## src/rtl/uart_pkg.sv

```systemverilog
// Shared UART definitions: receive-controller state encoding and data width.
`timescale 1ns/1ps
package uart_pkg;

    localparam int UART_DATA_W = 8;

    typedef enum logic [1:0] {
        RXC_ARM,
        RXC_RELEASE,
        RXC_HOLD
    } rxc_state_t;

endpackage

```

## src/rtl/uart_rx_fifo.sv

```systemverilog
// Synchronous first-word-fall-through FIFO. The head reads as zero while empty.
// Pushes into a full FIFO and pops from an empty one are ignored.
`timescale 1ns/1ps
module uart_rx_fifo
    import uart_pkg::*;
#(
    parameter int DEPTH = 16,
    parameter int WIDTH = UART_DATA_W
) (
    input  logic                     clk,
    input  logic                     rst_n,
    input  logic                     push,
    input  logic [WIDTH-1:0]         push_data,
    input  logic                     pop,
    output logic [WIDTH-1:0]         head,
    output logic [$clog2(DEPTH):0]   count,
    output logic                     empty,
    output logic                     full
);

    localparam int AW = $clog2(DEPTH);
    localparam int CW = AW + 1;

    logic [WIDTH-1:0] r_mem [DEPTH];
    logic [AW-1:0]    r_wptr;
    logic [AW-1:0]    r_rptr;
    logic [CW-1:0]    r_count;
    logic             w_push;
    logic             w_pop;

    assign empty  = (r_count == '0);
    assign full   = (r_count == CW'(DEPTH));
    assign w_push = push && !full;
    assign w_pop  = pop && !empty;
    assign count  = r_count;
    assign head   = empty ? '0 : r_mem[r_rptr];

    // Storage array; contents are only observable through head when not empty.
    always_ff @(posedge clk) begin
        if (w_push) begin
            r_mem[r_wptr] <= push_data;
        end
    end

    // Pointers wrap naturally at DEPTH (power of two); count tracks occupancy.
    always_ff @(posedge clk or negedge rst_n) begin
        if (!rst_n) begin
            r_wptr  <= '0;
            r_rptr  <= '0;
            r_count <= '0;
        end else begin
            if (w_push) begin
                r_wptr <= r_wptr + 1'b1;
            end
            if (w_pop) begin
                r_rptr <= r_rptr + 1'b1;
            end
            if (w_push && !w_pop) begin
                r_count <= r_count + 1'b1;
            end else if (w_pop && !w_push) begin
                r_count <= r_count - 1'b1;
            end
        end
    end

endmodule

```

## src/rtl/uart_rx_ctrl.sv

```systemverilog
// UART receive controller: drives the receiver go/dr handshake on its own,
// buffers received bytes in a FWFT FIFO and flags frames lost while full.
`timescale 1ns/1ps
module uart_rx_ctrl
    import uart_pkg::*;
#(
    parameter int DEPTH = 16
) (
    input  logic                     clk,
    input  logic                     rst_n,
    input  logic                     rx,
    output logic                     urx_go,
    input  logic [UART_DATA_W-1:0]   urx_data,
    input  logic                     urx_dr,
    input  logic                     rd_en,
    output logic [UART_DATA_W-1:0]   rd_data,
    output logic                     empty,
    output logic                     full,
    output logic [$clog2(DEPTH):0]   count,
    output logic                     overrun,
    input  logic                     clr_ovr
);

    localparam int CW = $clog2(DEPTH) + 1;

    rxc_state_t    r_state;
    logic          r_go;
    logic          r_ovr;
    logic          r_rx_s1;
    logic          r_rx_s2;
    logic          r_rx_s3;
    logic          w_push;
    logic          w_pop;
    logic          w_rx_fall;
    logic [CW-1:0] w_cnt_after_pop;
    logic          w_full_after_pop;

    assign urx_go  = r_go;
    assign overrun = r_ovr;

    assign w_push    = (r_state == RXC_ARM) && urx_dr;
    assign w_pop     = rd_en && !empty;
    assign w_rx_fall = r_rx_s3 && !r_rx_s2;

    // No push can happen in RELEASE, so the post-update count only depends on the pop.
    assign w_cnt_after_pop  = w_pop ? (count - 1'b1) : count;
    assign w_full_after_pop = (w_cnt_after_pop == CW'(DEPTH));

    uart_rx_fifo #(
        .DEPTH (DEPTH),
        .WIDTH (UART_DATA_W)
    ) u_fifo (
        .clk       (clk),
        .rst_n     (rst_n),
        .push      (w_push),
        .push_data (urx_data),
        .pop       (rd_en),
        .head      (rd_data),
        .count     (count),
        .empty     (empty),
        .full      (full)
    );

    // Handshake sequencer: arm, push on dr, wait for dr to drop, hold while full.
    always_ff @(posedge clk or negedge rst_n) begin
        if (!rst_n) begin
            r_state <= RXC_ARM;
            r_go    <= 1'b0;
        end else begin
            case (r_state)
                RXC_ARM: begin
                    if (urx_dr) begin
                        r_state <= RXC_RELEASE;
                        r_go    <= 1'b0;
                    end else begin
                        r_go    <= 1'b1;
                    end
                end
                RXC_RELEASE: begin
                    r_go <= 1'b0;
                    if (!urx_dr) begin
                        if (!w_full_after_pop) begin
                            r_state <= RXC_ARM;
                            r_go    <= 1'b1;
                        end else begin
                            r_state <= RXC_HOLD;
                        end
                    end
                end
                RXC_HOLD: begin
                    if (!full) begin
                        r_state <= RXC_ARM;
                        r_go    <= 1'b1;
                    end else begin
                        r_go    <= 1'b0;
                    end
                end
                default: begin
                    r_state <= RXC_ARM;
                    r_go    <= 1'b0;
                end
            endcase
        end
    end

    // Two-flop synchroniser on the serial line plus one stage for edge detect; idles high.
    always_ff @(posedge clk or negedge rst_n) begin
        if (!rst_n) begin
            r_rx_s1 <= 1'b1;
            r_rx_s2 <= 1'b1;
            r_rx_s3 <= 1'b1;
        end else begin
            r_rx_s1 <= rx;
            r_rx_s2 <= r_rx_s1;
            r_rx_s3 <= r_rx_s2;
        end
    end

    // Sticky overrun: a start bit while holding means a frame is lost; set beats clear.
    always_ff @(posedge clk or negedge rst_n) begin
        if (!rst_n) begin
            r_ovr <= 1'b0;
        end else if ((r_state == RXC_HOLD) && w_rx_fall) begin
            r_ovr <= 1'b1;
        end else if (clr_ovr) begin
            r_ovr <= 1'b0;
        end
    end

endmodule

```

## config.mk

```make
export PLATFORM = sky130hd
export DESIGN_NAME = uart_rx_ctrl
export DESIGN_NICKNAME = d
export VERILOG_FILES = /design/src/rtl/uart_pkg.sv /design/src/rtl/uart_rx_fifo.sv /design/src/rtl/uart_rx_ctrl.sv
export SDC_FILE = /design/constraint.sdc
export NUM_CORES = 1
export LEC_CHECK = 0
export BUFFER_PORTS_ARGS = -buffer_cell sky130_fd_sc_hd__buf_2
export CAP_MARGIN = 20
export CORE_ASPECT_RATIO = 1.4
export CORE_MARGIN = 2
export CORE_UTILIZATION = 55
export DETAILED_ROUTE_END_ITERATION = 10
export GPL_TIMING_DRIVEN = 0
export PLACE_DENSITY = 0.87
export RECOVER_POWER = 50
export SLEW_MARGIN = 20
export SYNTH_ARGS = -nofsm -noshare
export SYNTH_HDL_FRONTEND = slang
export SYNTH_SLANG_ARGS = --single-unit
```

## constraint.sdc

```tcl
create_clock -name clk -period 2.8 [get_ports clk]
set_clock_uncertainty 0.2 [all_clocks]
set_input_delay 0.14 -clock clk [delete_from_list [all_inputs] [get_ports clk]]
set_output_delay 0.14 -clock clk [all_outputs]
set_load 0.02 [all_outputs]
```

Word level (Yosys, flattened, before mapping)
Memory sizes are Yosys's and may differ from the RTL's.
Cells that the tools add are included.

cells by class
  add/sub/neg operators = 4
  equal/unequal tests = 7
  reduce and logical (&&, ||, !) cells = 17
  divide/modulo/power cells = 0
  mux-type cells = 18
  shifts and indexed selects = 0
  magnitude comparators = 0
  bitwise logic cells = 0
  multipliers = 0

operator list
  operator                                                                number
  5-bit two-way mux                                                       3
  5-bit equality test (second input constant)                             2
  4-bit by 1-bit adder with 4-bit output (second input constant)          2
  1-bit two-way mux                                                       8
  2-bit two-way mux                                                       4
  8-bit two-way mux                                                       1
  1-bit logical AND                                                       7
  2-bit inequality test (second input constant)                           3
  2-bit case mux with 3 select lines                                      1
  5-bit by 1-bit adder with 5-bit output (second input constant)          1
  1-bit zero test                                                         5
  5-bit zero test                                                         1
  5-bit by 1-bit subtractor with 5-bit output (second input constant)     1
  2-bit nonzero test                                                      2
  1-bit case mux with 3 select lines                                      1
  3-bit AND reduction                                                     1
  2-bit by 1-bit equality test with 1-bit output (second input constant)  1
  2-bit equality test (second input constant)                             1
  2-bit zero test                                                         1

word-level totals
  logic and storage cells = 56
  memories = 1
  bits in latches = 0
  output and inout bits = 17
  register bits = 20
  bits of input ports = 14
  ROM bits = 0
  RAM bits = 128

memory list
  name          depth  bits a word  read ports  clocked after Yosys merged registers in  write ports  RTL line            RTL
  u_fifo.r_mem  16     8            1           0                                        1            uart_rx_fifo.sv:24  logic [WIDTH-1:0] r_mem [DEPTH];

Longest topological paths before layout
Gate-level depths: netlist of run 1.

  depth after elaboration = 8
  depth in mapped cells = 12
  depth with buffers taken out = 11

By module
A second synthesis of run 1 with hierarchy kept.

unflattened totals
  cells, all modules = 325
  area, all modules = 6149.6 um^2

by module, submodules not included
  module        instances  seq. area each (um^2)  cells an instance  area each (um^2)
  uart_rx_fifo  1          4169.0                 297                5831.8
  uart_rx_ctrl  1          178.9                  28                 317.8

Worst setup path after synthesis of run 1
OpenSTA, ideal clock, no wires.

  path kind = reg2reg
  start point = register u_fifo.r_count[0], in the netlist u_fifo.count[0]
  end point = memory u_fifo.r_mem[1][0] (netlist bit) (enable)
  arrival time = 2519 ps
  buffers on the path = 1
  slack = -313 ps
  period minus slack after synthesis = 3113 ps
  data required time = 2205 ps
  stages on the path, launching flop included = 9
  library setup time = 395 ps
  cell sequence = dfrtp_1 > inv_1 > ha_1 > nor3b_1 > nand2_2 > inv_2 > or3b_1 > buf_6 > nor4_1

on the way
  word-level cells in the longest chain between the ends = 5

ends and longest elaborated chain
  element                                  RTL line            RTL
  start: declaration                       uart_rx_fifo.sv:27  logic [CW-1:0] r_count;
  start signal: assignment                 uart_rx_fifo.sv:59  r_count <= r_count + 1'b1;
  start signal: assignment                 uart_rx_fifo.sv:61  r_count <= r_count - 1'b1;
  5-bit equality test                      uart_rx_fifo.sv:32  assign full = (r_count == CW'(DEPTH));
  via full                                 uart_rx_ctrl.sv:18  output logic full,
  1-bit zero test                          uart_rx_fifo.sv:33  assign w_push = push && !full;
  1-bit logical AND                        uart_rx_fifo.sv:33
  1-bit two-way mux                        uart_rx_fifo.sv:40  if (w_push) begin
  1-bit two-way mux (implied by the code)  uart_rx_fifo.sv:41  r_mem[r_wptr] <= push_data;
  end: declaration                         uart_rx_fifo.sv:24

The timed path passes the listed nets, and every way through them passes these cells.

Final worst setup path of run 1
  start point = register u_fifo.r_rptr[1]
  end point = output port rd_data[5]

on the way
  word-level cells in the longest chain between the ends = 2

ends and longest elaborated chain
  element                   RTL line            RTL
  start: declaration        uart_rx_fifo.sv:26  logic [AW-1:0] r_rptr;
  start signal: assignment  uart_rx_fifo.sv:56  r_rptr <= r_rptr + 1'b1;
  memory 16 x 8 bit         --
  8-bit two-way mux         uart_rx_fifo.sv:36  assign head = empty ? '0 : r_mem[r_rptr];
  end: declaration          uart_rx_ctrl.sv:16  output logic [UART_DATA_W-1:0] rd_data,

No other way between the ends.

==> summary by stage, run 1 <==
Run status
The run finished with clean final reports.

Timing
The final setup violation count is 0. At the pin with the least slew margin, the transition time is 1190 ps. The share of the cycle needed by the critical path after routing is 97.4%.

The routed design could run at a clock period as short as 2730 ps. The setup slack after layout is 73.3 ps. The headroom to the max-slew limit is 20.5%. The number of max-slew violations in the final report is 0. The number of hold-slack violations in the final timing report is 0. The highest attainable clock frequency is 0.367 GHz.

Route
After detailed routing, the number of remaining DRC violations is 0. The via total after detailed routing is 3339. The first TritonRoute pass finished after 5 iterations. The final routed wire length divided by cell count is 24.3 um. The initial detailed-routing violation count is 285.

The remaining number of nets flagged by the antenna check after routing is 0. The average vias per placed instance is 6.06. The final layout contains routed wiring with a total length of 13.4 mm.

Die
The chip height is 128 um. The top-level I/O count is 31. The die is 92.5 um wide.

The die covers 11800 um^2. In this run the standard cell core region covers 10800 um^2. The initialized floorplan defines 45 standard-cell rows. The initial core utilization is 56.1%.

Critical path
For the worst setup path, the data required time is 2460 ps. The start-to-end type of the worst setup path is reg -> out. The highest fanout seen on the critical path is 10.

Data on the critical path arrives at its endpoint at 2390 ps. The worst setup path is launched from a register. The sort of element at the end of the critical path is a primary output.

Clock tree
The CTS clock-pin slew for the worst setup and hold paths is 60 ps. The longest clock path from root to sink contains 2 buffers. TritonCTS created 17 clock buffers. For the worst-skew pair, the clock arrives at the later sink with an insertion delay of 410 ps. The TritonCTS sink count is 148. TritonCTS built the clock tree.

The CTS root buffer is clkbuf_16. In this run the number of H-tree levels came out at 4.

Pwr
The total power is 7980 uW. The reported leakage power is 0.00261 uW. Across the VDD grid, the largest voltage drop is 659 uV. The combinational share of power is 32.3%. The power share of the clock group is 33.1%.

In this run, flip-flops and latches consume 34.6% of the power. The switching part of the total power is 31.0%. In this run the power spent charging and discharging nets is 2470 uW. In this run the power density over the cells is 1060 nW/um^2. The internal power of the cells totals 5510 uW.

Flow run
The tool flagged a number of max-cap violations equal to 0.

Worst hold path
The worst hold path belongs to the class reg -> reg.

Placement
The total half-perimeter wirelength after legalization and detailed placement is 7.64 mm. The cell count after placement is 492. Timing analysis after detailed placement gives a worst setup slack of -219 ps.

The placed instances occupy a cell area of 6420 um^2. The count of buffers added on input and output ports is 30. The congestion estimate from routability-driven global placement came to 0.767.

Finish
The antenna diode instance count is 0. For this run, the share of the core covered by cells in the final layout is 69.9%. The fraction of final layout cells sized beyond drive strength 1 is 37.1%.

The non-filler instance count after layout is 551. The area overhead of the layout relative to synthesis is 24.7%. In the final design database the tool counted 419 nets. The finished cells cover 7520 um^2.

GRT
Global routing finished with a remaining overflow of 0. The first-pass GRT wire length is 20.2 mm. The global-route usage over all layers is 23.9%. The number of antenna violations at the first check in global routing was 0. Entering global routing, the biggest net connects 21 pins. The number of global-route vias before repair is 3407.

Yosys
The average instance in the mapped netlist occupies 19.0 um^2. Counting flops with an async set or reset pin after synthesis yields a share of 13.5%. The total of warnings raised by yosys is 0. edfxtp_1 takes more of the synthesized area than any other cell. The combined area of all synthesized cells is 6030 um^2.

Sequential elements use 72.1% of the synthesized area. By area the synthesized netlist is led by edfxtp_1 (64%), mux4_2 (12%), dfrtp_1 (7.1%). Among all flip-flop cells after synthesis, the most frequent one is edfxtp_1. The number of distinct library cell variants in the gate-level netlist after synthesis is 41.

Among all cell types in the netlist, the one instantiated most often is edfxtp_1. Summed over its instances, the top area cell type makes up 63.7% of the synthesized netlist area. Synthesis produced a netlist with a net count of 339.

Synthesis produced a netlist whose cell count is 317. The total of flip-flops plus latches after synthesis is 148. The number of flops mapped to enable cells by yosys is 128. The commonest cells after synthesis are edfxtp_1 (128), mux4_2 (32), a211oi_1 (17), dfrtp_1 (17), inv_1 (11).
## area by class of cell
cell class,count,area [um^2]
Sequential cell,148,4350
Fill cell,611,3240
Multi-Input combinational cell,139,1670
Timing Repair Buffer,62,459
Clock buffer,18,429
Clock inverter,14,258
Tap cell,141,176
Buffer,16,118
Inverter,13,53.8
## metal layers
layer | GRT usage [%] | part of all wire [%] | wire length [um] | up-vias
met4 | 9.57 | 2.2 | 297 | 0
li1 | - | - | - | 1420
met1 | 29.8 | 38 | 5090 | 1741
met3 | 5.70 | 5.7 | 762 | 26
met5 | 0 | 0 | 0 | -
met2 | 40.7 | 54 | 7220 | 152
## placed cells by master (no fill, tap or decap), drive strengths merged, types with 4 or more instances in the layout
cell type and instances:
a211oi 17, and2 8, buf 52, bufinv 7, clkbuf 31, clkinv 6
dfrtp 17, dlygate4sd3 13, edfxtp 128, ha 8, inv 13, mux2i 9
mux4 32, nand2 9, nand4 4, nor2 6, nor2b 10, nor4 4
xnor2 7, xor2 4
## what timing repair did
| action | in CTS | in global routing |
|---|---|---|
| pin swaps | 5 | 1 |
| buffers inserted | 6 | 9 |
| setup endpoints to repair | 117 | 106 |
| hold endpoints to repair | 154 | 0 |
| gates resized for setup | 20 | 16 |
| hold buffers | 13 | 0 |
## cells by family after synthesis
kind of cell               Yosys count  synth area share [%]
AOI/OAI and AO/OA                   25                  3.01
and+or+nand+nor                     54                  5.73
muxes                               41                  13.4
adders and majority gates            8                  1.66
DFF                                148                  72.1
xor gates and xnor gates            11                  1.60
buffers and inverters               30                  2.47
## worst max-delay path, cell delays in order (launching register included)
cell and delay (ps):
dfrtp_1 380, buf_6 150, buf_12 150, mux4_2 500, nor2b_1 150, a211oi_2 320, a211oi_1 110, buf_2 200
## path summary, 6_finish.rpt
| kind | startpoint | to | slack (ps) | depth (start not counted) |
|---|---|---|---|---|
| worst max-delay path | u_fifo.r_rptr[1] | rd_data[5] | 70 | 7 |
| worst min-delay path | r_rx_s1 | r_rx_s2 | 160 | 0 |
| worst max register to register | u_fifo.count[1] | u_fifo.r_mem[8][1] | 80 | 9 |
| worst min register to register | r_rx_s1 | r_rx_s2 | 160 | 0 |
| max in group asynchronous | rst_n | u_fifo.count[0] | 1300 | 2 |
| min in group asynchronous | rst_n | u_fifo.r_rptr[3] | 310 | 2 |
## state kept, by name, summed over array words and instances (netlist names)
signal and count:
r_rx_s2 1, overrun 1, urx_go 1, u_fifo.r_mem 128
u_fifo.r_rptr 4, r_rx_s1 1, r_rx_s3 1, u_fifo.count 5
u_fifo.r_wptr 4, r_state 2
## per-stage QoR
stage / hold WS, ps / TNS (ps)
2_1_floorplan: -356 / -10030
3_3_place_gp: -94.7 / -30590
3_5_place_dp: -72.4 / -13050
4_1_cts: 7.64 / -25.2
5_1_grt: 163 / -141
6_report: 156 / 0
## power by group through the flow
stage / Sequential, uW / Combinational (uW) / Clock, uW
final: 2760 / 2580 / 2640
after global routing: 2770 / 2740 / 2740
after CTS: 2760 / 2410 / 2640
after detailed placement: 2760 / 2290 / 0
after global placement: 2750 / 2170 / 0
after floorplan: 2790 / 1590 / 0
Power figures use the tool's default switching activity.
==> inputs of run 2 (changes only) <==
Settings changed: PLACE_DENSITY 0.87 to default, PLACE_DENSITY_LB_ADDON from default to 0.15, SKIP_CTS_REPAIR_TIMING from default to 1.
==> summary by stage, run 2 (same netlist as run 1, synthesis figures left out) <==
GRT
The number of antenna violations at the first check in global routing is 0 (unchanged). The met2 track demand over resource in global routing is 38.3% (-2.5 points). The met3 track demand over resource is 3.82% (-1.9 points).

The met1 demand-to-capacity share in global routing came to 28.2% (-1.6 points). The total congestion overflow is 0 (unchanged). The first-pass GRT wire length was 18.1 mm (-10%). The number of global-route vias before repair was 3094 (-9.2%).

The global-route usage over all layers is 22.2% (-1.8 points). The layer flagged by global routing as most heavily used is met2. The largest net degree at the start of global routing is 21 (unchanged).

Clock tree
The total clock buffers created by CTS came to 17 (unchanged). The worst-case clock buffer depth is 2 (unchanged). The TritonCTS clock tree is yes. The CTS root buffer is clkbuf_16. The later-pin clock latency in the skew report is 410 ps (about the same).

The CTS clock-pin slew for the worst setup and hold paths is 60 ps (about the same). The count of H-tree levels built during CTS is 4 (unchanged). The TritonCTS sink count came to 148 (unchanged).

Critical path
The worst setup path is launched from a register. The signal on the critical path passes through buf_6 > buf_12 > mux4_2 > a211oi_1 > a211oi_1 > buf_2. The highest fanout seen on the critical path is 10 (unchanged). The worst setup path is of the reg -> out kind. The sort of element at the end of the critical path is a primary output.

The required time at the worst-slack endpoint is 2460 ps (about the same). The data arrival time at the worst-slack endpoint is 2440 ps (+50 ps). The delay of the slowest cell on the worst path is 500 ps (about the same). The first element of the critical path is u_fifo.r_rptr[1]. In this run the critical register-to-register path is launched from u_fifo.count[1].

The slowest cell on the critical path is mux4_2. The most numerous cell type found on the critical path is a211oi_1.

Finish
The number of fill cells is 707 (+16%). The final net count is 412 (-1.7%). The fraction of final layout cells sized beyond drive strength 1 is 34.2% (-2.8 points). The antenna diode instance count is 0 (unchanged). The largest register by flop count is u_fifo.r_mem. From synthesis to final layout, the design area changed by 22.9%. Leaving out fill and tap cells, the most frequent cell in the layout is edfxtp_1. The flip-flop count of the largest register, all copies and words added came to 128 (unchanged). The area taken by flip-flops and latches is 4350 um^2 (about the same).

The total area of multi-input combinational cells was 1680 um^2 (+0.67%). Leaving out fill and tap cells, the most frequent cells in the layout are edfxtp_1 (128), mux4_2 (32), buf_2 (23), clkbuf_1 (18), clkbuf_16 (17).

Die
The die outline area is 11800 um^2 (unchanged). The chip height is 128 um (unchanged). The initial core utilization is 56.1% (unchanged).

The area of the core region came to 10800 um^2 (unchanged). The top-level I/O count was 31 (unchanged). The floorplan row count is 45 (unchanged). The die outline width is 92.5 um (unchanged).

Timing
The final setup violation count was 0 (unchanged). The transition time of the tightest slew-check pin is 1150 ps (-42.2 ps). The number of max-slew violations in the final report is 0 (unchanged). The highest attainable clock frequency was 0.360 GHz (-1.8%). The share of the cycle needed by the critical path after routing came to 99.1% (+1.8 points). The time the worst path needs with I/O delays and setup is 2780 ps (+49.5 ps).

The number of hold-slack violations in the final timing report is 0 (unchanged). The accumulated negative setup slack came to 0 ps (unchanged). The smallest hold slack is 165 ps (+8.25 ps).

The headroom to the max-slew limit is 23.3% (+2.8 points).

Placement
The weighted congestion reported at the end of routability-driven placement is 0.821 (+7.1%). The total half-perimeter wirelength after legalization and detailed placement came to 8.06 mm (+5.4%). The port buffer count is 30 (unchanged).

Pwr
The total power was 7670 uW (-3.8%). The areal power density over the cells came to 1040 nW/um^2 (-2.5%). The maximum vdd drop was 577 uV (-12%). The reported leakage power was 0.00255 uW (-2.6%).

Route
The overall routed net length came to 12.6 mm (-5.9%). The iteration count of the initial detailed-routing pass is 9 (+4). The remaining number of nets flagged by the antenna check after routing is 0 (unchanged). The via total after detailed routing is 3140 (-6.0%). The average vias per placed instance is 5.77 (-4.7%).

The initial detailed-routing violation count is 203 (-29%). The final routed wire length divided by cell count is 23.1 um (-4.7%). The detailed-route DRC error count came to 0 (unchanged).

Run status
The run finished with clean final reports.

Flow run
The count of max-cap constraint violations was 0 (unchanged).

Worst hold path
The start point of the worst hold path is r_rx_s1. The class of the tightest hold or removal check is reg -> reg.
==> run 2: cell types whose count changed in the layout (fill, tap and decap cells not counted), moves of 3 or more <==
cell | before | now
buf_4 | 16 | 10
buf_2 | 28 | 23
clkbuf_1 | 13 | 18
bufinv_16 | 7 | 4
==> run 2: stage by stage <==
stage	worst slack [ps]	instance area [um^2]	cells	util, %
global route	-41.7	7410	544	68.9
finish	23.8	7410	544	68.9
detailed placement	-189	6420	492	59.7
floorplan	-313	6040	317	-
CTS	-214	7040	524	65.5
global placement	-915	6370	488	59.2
==> run 2: where the power goes <==
| part | leakage (uW) | switching [uW] | internal [uW] |
|---|---|---|---|
| logic | 0.000859 | 1430 | 1120 |
| clock network | 0.000299 | 823 | 1540 |
| registers | 0.00139 | 145 | 2610 |
| total | 0.00255 | 2400 | 5270 |
==> run 2: final timing paths <==
| kind | end | slack [ps] | cells after the start |
|---|---|---|---|
| worst min-delay path | r_rx_s2 | 160 | 0 |
| max in group asynchronous | u_fifo.count[0] | 1340 | 2 |
| worst min register to register | r_rx_s2 | 160 | 0 |
| worst max-delay path | rd_data[2] | 20 | 6 |
| worst max register to register | u_fifo.count[3] | 90 | 12 |
| min in group asynchronous | u_fifo.count[4] | 290 | 2 |
==> run 2: area by class of cell <==
class	count	area share (%)
Clock inverter	8	2.03
Inverter	13	0.726
Buffer	16	1.76
Sequential cell	148	58.7
Tap cell	141	2.38
Timing Repair Buffer	55	5.33
Clock buffer	24	6.36
Multi-Input combinational cell	139	22.7
==> run 2: worst max-delay path: cells and delay by family, from the launching register on <==
| family | cells | cell delay, ps |
|---|---|---|
| buffers and inverters | 3 | 540 |
| DFF | 1 | 420 |
| muxes | 1 | 500 |
| AOI/OAI and AO/OA | 2 | 560 |
==> run 2: metal layers <==
metal	wire length (um)	vias up
li1	-	1414
met1	4920	1655
met2	6980	58
met3	463	13
met4	204	0
met5	0	-
==> inputs of run 3 (changes only) <==
Settings changed: RECOVER_POWER 50 to 100.
==> summary by stage, run 3 (same netlist as run 1, synthesis figures left out) <==
Pwr
The reported leakage power is 0.00253 uW (-0.62%). The combinational share of power is 33.2% (about the same). The power spent charging and discharging nets is 2390 uW (-0.33%). The total power is 7660 uW (-0.21%). The areal power density over the cells is 1030 nW/um^2 (-0.13%). The switching part of the total power is 31.3% (-0.039 points). The cell internal power dissipation is 5260 uW (-0.15%). The maximum vdd drop came to 577 uV (about the same).

The power share of the clock group is 30.9% (about the same). The part of the total power dissipated in sequential elements is 35.9% (about the same).

Placement
The post-place setup slack is -189 ps (unchanged). The port buffer count came to 30 (unchanged). The weighted congestion reported at the end of routability-driven placement is 0.821 (unchanged). The total half-perimeter wirelength after legalization and detailed placement is 8.06 mm (unchanged).

The total cell area at the placement stage is 6420 um^2 (unchanged).

Flow run
The count of max-cap constraint violations is 0 (unchanged).

Critical path
Traced cell by cell, the critical path runs through buf_6 > buf_12 > mux4_2 > a211oi_1 > a211oi_1 > buf_2. The most used cell along the critical path is a211oi_1. The start-to-end type of the worst setup path is reg -> out. The worst setup path is launched from a register. The largest delay contributor family on the critical path is buffers and inverters. In this run the critical register-to-register path is captured at u_fifo.count[3]. The data arrival time at the worst-slack endpoint is 2390 ps (-50 ps). The logic depth of the worst register-to-register path is 12 (unchanged).

The count of cell instances traversed by the critical path is 6 (unchanged). The required time at the worst-slack endpoint is 2460 ps (about the same). The number of buffers and inverters on the critical path is 3 (unchanged). The delay of the slowest cell on the worst path was 500 ps (about the same). The highest fanout seen on the critical path came to 10 (unchanged).

The slowest cell on the critical path is mux4_2. The worst setup path is captured at a primary output. The worst setup slack for register-to-register paths is 90 ps (about the same). The worst register-to-register path begins at u_fifo.count[1].

Timing
The headroom to the max-slew limit is 22.0% (-1.3 points). The accumulated negative setup slack came to 0 ps (unchanged). The transition time of the tightest slew-check pin is 1170 ps (+20.0 ps).

The setup slack after layout is 70.4 ps (+46.6 ps). The highest attainable clock frequency is 0.366 GHz (+1.7%). The number of max-slew violations in the final report came to 0 (unchanged). The time the worst path needs with I/O delays and setup came to 2730 ps (-46.6 ps). The final setup violation count is 0 (unchanged).

The number of hold-slack violations in the final timing report is 0 (unchanged). The share of the cycle needed by the critical path after routing was 97.5% (-1.7 points).

Worst hold path
The depth of the worst hold-timing path is 0 (unchanged). For hold timing, the worst endpoint is r_rx_s2. The class of the tightest hold or removal check is reg -> reg.

The start point of the worst hold path is r_rx_s1.

Route
The average vias per placed instance came to 5.77 (about the same). The via total after detailed routing is 3141 (+0.032%). The overall routed net length came to 12.5 mm (-0.46%).

The iteration count of the initial detailed-routing pass was 7 (-2). The detailed-route DRC error count is 0 (unchanged). The initial detailed-routing violation count is 188 (-7.4%). The remaining number of nets flagged by the antenna check after routing was 0 (unchanged). The final routed wire length divided by cell count is 23.0 um (-0.46%).

Run status
The flow ran to the end, and the final reports show no timing, DRC or antenna violations.

Die
The die outline width is 92.5 um (unchanged). The chip height is 128 um (unchanged). The die outline area came to 11800 um^2 (unchanged). The area of the core region was 10800 um^2 (unchanged). The top-level I/O count is 31 (unchanged). The floorplan row count is 45 (unchanged). The initial core utilization is 56.1% (unchanged).

Finish
The library cell used most frequently in the layout, excluding fill and tap cells, is edfxtp_1. The library cells used most frequently in the layout, excluding fill and tap cells, are edfxtp_1 (128), mux4_2 (32), clkbuf_1 (23), buf_2 (18), clkbuf_16 (17). The largest register by flop count is u_fifo.r_mem. The number of fill cells was 709 (+0.28%). The final net count came to 412 (unchanged). The total non-filler cell area in the finished layout is 7410 um^2 (about the same). The share of the core filled with cells is 68.9% (about the same). The fraction of final layout cells sized beyond drive strength 1 was 33.0% (-1.2 points). The antenna diode instance count is 0 (unchanged). The flip-flop count of the largest register, all copies and words added came to 128 (unchanged). The area overhead of the layout relative to synthesis is 22.8% (about the same).

Clock tree
The count of H-tree levels built during CTS is 4 (unchanged). The CTS clock-pin slew for the worst setup and hold paths was 60 ps (about the same). The later-pin clock latency in the skew report came to 410 ps (about the same). The TritonCTS clock tree is yes.

The total clock buffers created by CTS was 17 (unchanged). CTS placed an instance of clkbuf_16 at the clock tree root. The worst-case clock buffer depth came to 2 (unchanged). The TritonCTS sink count is 148 (unchanged).

GRT
The number of antenna violations at the first check in global routing was 0 (unchanged). The total congestion overflow came to 0 (unchanged). The global-route usage over all layers is 22.2% (unchanged). The largest net degree at the start of global routing is 21 (unchanged). The number of global-route vias before repair is 3094 (unchanged). The first-pass GRT wire length came to 18.1 mm (unchanged).
[run 3: changes by cell type in the layout (fill, tap and decap cells not counted)]
cell	before	now
clkbuf_1	18	23
buf_2	23	18
[run 3: how the worst max path moves through the flow]
stage | start | to | slack (ps)
after floorplan | u_fifo.count[0] | u_fifo.r_mem[1][0] | -310
after global placement | u_fifo.count[0] | u_fifo.r_mem[3][5] | -910
after detailed placement | u_fifo.count[0] | u_fifo.r_mem[3][5] | -190
after CTS | u_fifo.count[0] | u_fifo.r_mem[3][2] | -210
after global routing | u_fifo.count[0] | u_fifo.count[3] | -40
final | u_fifo.r_rptr[1] | rd_data[2] | 70
[run 3: worst reg2reg max path, delay by kind of cell (launching register included)]
kind,cells,cell delay [ps]
xor gates and xnor gates,1,160
DFF,1,440
adders and majority gates,2,370
and+or+nand+nor,4,870
buffers and inverters,4,420
AOI/OAI and AO/OA,1,160
[run 3: final cells by class]
| type | instances | area [um^2] | area share, % |
|---|---|---|---|
| flip-flops and latches | 148 | 4350 | 58.7 |
| multi-input cells | 139 | 1680 | 22.7 |
| clock buffers | 24 | 472 | 6.37 |
| repair buffers | 55 | 389 | 5.25 |
| well taps | 141 | 176 | 2.38 |
| clock inverters | 8 | 150 | 2.03 |
| plain buffers | 16 | 130 | 1.76 |
| inverters | 13 | 53.8 | 0.726 |
[run 3: layer usage]
metal	wire length (um)	global-route usage, %
met1	4800	28.2
met2	6950	38.3
met3	565	3.82
met4	197	8.43
met5	0	0
[run 3: through the flow]
step	hold slack, ps	std cells
after global placement	-83.7	488
after CTS	-517	524
final	164	544
after floorplan	-356	317
after global routing	173	544
after detailed placement	-78.2	492
[run 3: power groups by stage]
stage / registers, uW / clock network (uW) / logic, uW
floorplan: 2790 / 0 / 1590
global route: 2770 / 2500 / 2720
CTS: 2730 / 2390 / 2320
finish: 2750 / 2360 / 2540
detailed placement: 2770 / 0 / 2310
global placement: 2760 / 0 / 2260
